**config.mk**
```make
export PLATFORM = sky130hd
export DESIGN_NAME = ahb_resp_mux
export DESIGN_NICKNAME = d
export VERILOG_FILES = /design/src/rtl/ahb_resp_mux.sv
export SDC_FILE = /design/constraint.sdc
export NUM_CORES = 1
export LEC_CHECK = 0
export ABC_AREA = 1
export CAP_MARGIN = 20
export CORE_ASPECT_RATIO = 0.75
export CORE_MARGIN = 2
export CORE_UTILIZATION = 27
export DETAILED_ROUTE_END_ITERATION = 8
export PLACE_DENSITY = 0.89
export SYNTH_ARGS = -nofsm -noshare
export SYNTH_HDL_FRONTEND = slang
export SYNTH_SLANG_ARGS = --single-unit
```
**constraint.sdc**
```tcl
create_clock -name hclk -period 4.72 [get_ports hclk]
set_input_delay 1.18 -clock hclk [delete_from_list [all_inputs] [get_ports hclk]]
set_output_delay 1.18 -clock hclk [all_outputs]
set_load 0.01 [all_outputs]
```
**src/rtl/ahb_resp_mux.sv**
```systemverilog
// AHB data-phase response multiplexer with a default slave for unmapped addresses.
// Define AHB_DEFSLV_ERR_EN to build the two-cycle ERROR default slave and its error counter.
module ahb_resp_mux #(
   parameter int unsigned NSLV   = 3,
   parameter int unsigned SELW   = 2,
   parameter int unsigned DWIDTH = 32
) (
   input  logic                   hclk,
   input  logic                   hresetn,
   input  logic [SELW-1:0]        sel_mux,
   input  logic [1:0]             htrans,
   input  logic [NSLV*DWIDTH-1:0] slv_hrdata,
   input  logic [NSLV-1:0]        slv_hreadyout,
   input  logic [NSLV-1:0]        slv_hresp,
   output logic [DWIDTH-1:0]      hrdata,
   output logic                   hready,
   output logic                   hresp,
   output logic [7:0]             err_cnt
);

   logic [SELW-1:0]   dsel_q, dsel_d;
   logic              dmapped_q, dmapped_d;
   logic              sel_mapped;
   logic [DWIDTH-1:0] mux_rdata;
   logic              mux_ready;
   logic              mux_resp;
   logic              def_ready;
   logic              def_resp;

   assign sel_mapped = (32'(sel_mux) < NSLV);

   // Address-phase capture; hready low (slave wait or ERR1) holds the data phase.
   always_comb begin
      dsel_d    = dsel_q;
      dmapped_d = dmapped_q;
      if (hready) begin
         dsel_d    = sel_mux;
         dmapped_d = sel_mapped;
      end
   end

   always_ff @(posedge hclk or negedge hresetn) begin
      if (!hresetn) begin
         dsel_q    <= '1;
         dmapped_q <= 1'b0;
      end else begin
         dsel_q    <= dsel_d;
         dmapped_q <= dmapped_d;
      end
   end

   always_comb begin
      mux_rdata = '0;
      mux_ready = 1'b1;
      mux_resp  = 1'b0;
      for (int unsigned i = 0; i < NSLV; i++) begin
         if (dsel_q == SELW'(i)) begin
            mux_rdata = slv_hrdata[i*DWIDTH +: DWIDTH];
            mux_ready = slv_hreadyout[i];
            mux_resp  = slv_hresp[i];
         end
      end
   end

   always_comb begin
      if (dmapped_q) begin
         hrdata = mux_rdata;
         hready = mux_ready;
         hresp  = mux_resp;
      end else begin
         hrdata = '0;
         hready = def_ready;
         hresp  = def_resp;
      end
   end

`ifdef AHB_DEFSLV_ERR_EN
   localparam logic [1:0] ST_OK   = 2'd0;
   localparam logic [1:0] ST_ERR1 = 2'd1;
   localparam logic [1:0] ST_ERR2 = 2'd2;

   logic [1:0] state_q, state_d;
   logic       dactive_q, dactive_d;
   logic [7:0] err_cnt_q, err_cnt_d;
   logic       unmapped_active;
   logic       unused_htrans;

   assign unmapped_active = !sel_mapped && htrans[1];
   assign unused_htrans   = htrans[0];

   // Next state only moves on a capture (or out of ERR1), so a mapped phase keeps ST_OK.
   always_comb begin
      state_d   = state_q;
      dactive_d = dactive_q;
      if (hready)
         dactive_d = htrans[1];
      case (state_q)
         ST_ERR1: state_d = ST_ERR2;
         ST_OK, ST_ERR2: begin
            if (hready)
               state_d = unmapped_active ? ST_ERR1 : ST_OK;
         end
         default: state_d = ST_OK;
      endcase
   end

   always_comb begin
      err_cnt_d = err_cnt_q;
      if ((state_d == ST_ERR1) && (state_q != ST_ERR1) && (err_cnt_q != 8'hFF))
         err_cnt_d = err_cnt_q + 8'd1;
   end

   always_ff @(posedge hclk or negedge hresetn) begin
      if (!hresetn) begin
         state_q   <= ST_OK;
         dactive_q <= 1'b0;
         err_cnt_q <= '0;
      end else begin
         state_q   <= state_d;
         dactive_q <= dactive_d;
         err_cnt_q <= err_cnt_d;
      end
   end

   assign def_ready = (state_q != ST_ERR1);
   assign def_resp  = dactive_q && ((state_q == ST_ERR1) || (state_q == ST_ERR2));
   assign err_cnt   = err_cnt_q;
`else
   logic unused_htrans;

   assign unused_htrans = &{1'b0, htrans};
   assign def_ready     = 1'b1;
   assign def_resp      = 1'b0;
   assign err_cnt       = '0;
`endif

endmodule
```
# Word-level counts from Yosys, hierarchy flattened
# Index checks and enable logic that the tools add are counted.
# W data, S select, Z words.
# word_totals
register_bits	3
latch_bits	0
mem_bits_rw	0
romBits	0
input_bits	108
wordCells	18
n_memories	0
# op_classes
add_sub_neg	0
multipliers	0
n_div	0
order_cmp	1
n_eq_ne	2
n_shift	0
muxes	12
n_bitwise	0
n_reduce_logical	1
# op_table
operator	n
$mux W32	4
$mux W1	8
$eq A2 B1 Y1 const B	1
$eq A2 B2 Y1 const B	1
$logic_not A2 Y1	1
$lt A2 B2 Y1 const B	1

# Depth between registers and ports, before layout
# logic_depth
word_depth	5
depth_mapped	8
depth_no_buf	7

# Worst setup path after synthesis
# OpenSTA, ideal clock, no wires.
# synth_timing
path_type	input to output
startpoint	input slv_hreadyout[1]
endpoint	output hready
arrival_ns	1.557
path_slack_ns	1.983
path_stages	4
path_buffers	0
cell_sequence	nor2_1 > nor2_1 > nor2_1 > nand2_1
# synth_via
elab_chain_len	3
# synth_lines
element	line	source
from (decl)	13	input logic [NSLV-1:0] slv_hreadyout,
$mux W1 (2 in series)	57	if (dsel_q == SELW'(i)) begin
$mux W1	66	if (dmapped_q) begin
to (decl)	16	output logic hready,
# Every way passes these cells.

# Worst setup path after layout
# Ends and elaborated chain as after synthesis.

==> results.toml <==
[status]
status = "finished clean"

[critical_path]
path_class = "input port to output pin"
slowest_delay_ns = 0.49
startpoint = "slv_hreadyout[1]"
cp_slowest_cell = "clkdlybuf4s50_1"
crit_path_cell_trace = "clkdlybuf4s50_1 -> nor2_1 -> nor2_1 -> nor2_1 -> nand2_1 -> clkdlybuf4s50_1"
worst_ep_required_time_ns = 3.54
timing.rr.start = "dsel_q[1]"
crit_path_max_fanout = 3
start_kind = "input port"
cp.buffers_inverters = 2
cp_common_cell = "nor2_1"
critPathArrivalTime_ns = 2.52
end_kind = "output pin"
cp_top_family = "buffers and inverters"
reg2reg_slack_ns = 3.10

[logic_synthesis]
syn-cell-area_sq_mm = 0.001125
ys_warn_count = 0
synth-edff-count = 0
synthDistinctLibCells = 16
synth_top_area_share_pct = 46.38
yosysMostFrequentCell = "nand2_1"
synth-seq-area-share_pct = 6.897
ys_ff_latch = 3
synth_top_cell_by_area = "nand2_1"
synth_area_per_cell_sq_um = 4.517
syn_inst = 249
ys_async_sr_fraction_pct = 100.0
yosys-top-cells-count = "nand2_1 (139), nand3_1 (37), inv_1 (36)"
synth_area_leaders = "nand2_1 (46%), nand3_1 (16%), inv_1 (12%), buf_4 (7.3%), dfstp_2 (4.7%)"
synth_ff_type = "dfstp_2"

[clock_tree]
cts-resized-gates = 0
post_cts_buffers = 0
cts_buffers = 3
ctsHtreeMaxLevel = 1
cts_sinks = 3
cts_root_buffer = "clkbuf_8"
cts_tree = "done"
worstSkewPairLatency_ns = 0.22
cts_buffer_depth = 2
path_clk_slew_ns = 0.03
hold_buffers = 0

[detailed_routing]
wl_per_cell_um = 11.13
vias = 1882
drt-initial-drc-count = 78
first_pass_iters = 7
ant_nets = 0
wirelength_um = 4820
drc = 0
vias_per_cell = 4.346

[global_routing]
grt-ovfl-total = 0
grt_use_total_pct = 19.69
grt_pass1_vias = 1772
antenna_found_initial = 0
grt_start_max_net_pins = 36
grt_pass1_wl_um = 7527

[floorplanning]
core_area_sq_mm = 0.004029
die_h_um = 59.90
row_count = 20
io_pins = 150
die_area_sq_mm = 0.004704
die_w_um = 78.53
initial_utilization_pct = 27.92

[placement]
gp_congestion = 0.7950
hpwlAfterDp_um = 3743
io_buffers = 139

[timing]
tns_ns = 0
hold_viol_final = 0
setup_viol = 0
period_minus_slack_ns = 3.700
drv_slew = 0
clock.fmax_ghz = 0.2703
worst_clock_skew_ns = 0.004273
rsz0062_at_grt = "false"
worst_pin_slew_ns = 0.8260
slew_headroom_pct = 44.80
fin_crit_sh_pct = 78.39

[power]
intPower_w = 0.0006415
p_sw_share_pct = 47.90
p_seq_share_pct = 5.8
cellLeakagePower_nw = 1.311
clkPwrFrac_pct = 6.2
vdd_drop_max_uv = 343.9
comb_power_share_pct = 88.0
powerDensity_mw_per_mm2 = 486.4
total_power_w = 0.001231
p_sw_w = 0.0005897

[flow_run]
maxCapViolCount = 0

[hold_path]
worstHoldStart = "dsel_q[0]"
hold_path_class = "flip-flop to flip-flop"

[final_layout]
drive_above_1_share_pct = 2.646
num_antenna_cells = 0
area_delta_synth_final_pct = 125.0
n_fill_cell = 380
num-nets-final = 487
## metal layers
layer | part of all wire (%) | global-route usage, % | wire, um
met5 | 0 | 0 | 0
met3 | 6.7 | 4.381 | 324
met1 | 41 | 21.94 | 1955
met2 | 51 | 38.10 | 2467
met4 | 1.5 | 5.514 | 72
## per-stage QoR
stage               area, sq um  utilization [%]  setup WS [ns]  hold WS (ns)  instances
detailed placement         2486            61.71          1.038        0.5192        429
finish                     2531            62.83          1.020        0.5247        433
global placement           2486            61.71          1.048        0.5168        429
global route               2531            62.83         0.8965        0.5384        433
floorplan                  1151                -          1.983        0.5006        256
CTS                        2531            62.83          1.031        0.5256        433
## kinds of logic after synthesis
logic type,count (synthesis),share of synthesized area (%)
buffers and inverters,60,24.47
other,1,0.3334
DFF,3,6.896
AOI/OAI and AO/OA,4,2.447
and+or+nand+nor,181,65.85
## flip-flops by register name, summed over array words and instances (netlist names)
signal / cells
dmapped_q: 1
dsel_q: 2
## final cells by class
type	count	area, sq um	share of cell area, %
Multi-Input combinational cell	193	798.3	31.54
Inverter	38	142.6	5.635
Tap cell	55	68.82	2.719
Sequential cell	3	77.57	3.065
Timing Repair Buffer	140	1399	55.26
Clock buffer	4	45.04	1.780
## power groups by stage
stage / clock, W / combinational, W / sequential, W
final: 0.0000767 / 0.00108 / 0.0000711
after floorplan: 0 / 0.000604 / 0.0000497
after global placement: 0 / 0.00107 / 0.0000707
after CTS: 0.0000776 / 0.00109 / 0.0000713
after detailed placement: 0 / 0.00109 / 0.0000715
after global routing: 0.0000799 / 0.00121 / 0.0000742
## layout by cell type, fill, tap and decap left out
cell type / Yosys / routed
a21boi_1: 1 / 1
buf_4: 11 / 1
clkbuf_1: 3 / 1
clkbuf_8: 0 / 3
clkdlybuf4s50_1: 0 / 139
conb_1: 1 / 8
dfrtp_1: 1 / 1
dfstp_2: 2 / 2
inv_1: 36 / 36
inv_2: 2 / 2
nand2_1: 139 / 139
nand3_1: 37 / 37
nor2_1: 3 / 3
nor2_4: 2 / 2
o21ai_0: 1 / 1
o21bai_1: 2 / 2
## tightest hold or removal path: cells and delay by family, from the launching register on
family,cells,cell delay (ns)
flops,1,0.38
simple gates,2,0.13
## worst paths after layout
check	depth (start not counted)	to
hold reg to reg	2	dsel_q[0]
setup reg to reg	4	dmapped_q
min in group asynchronous	1	dmapped_q
hold / removal	2	dsel_q[0]
max in group asynchronous	1	dsel_q[0]
setup / recovery	6	hready
Power figures use the tool's default switching activity.
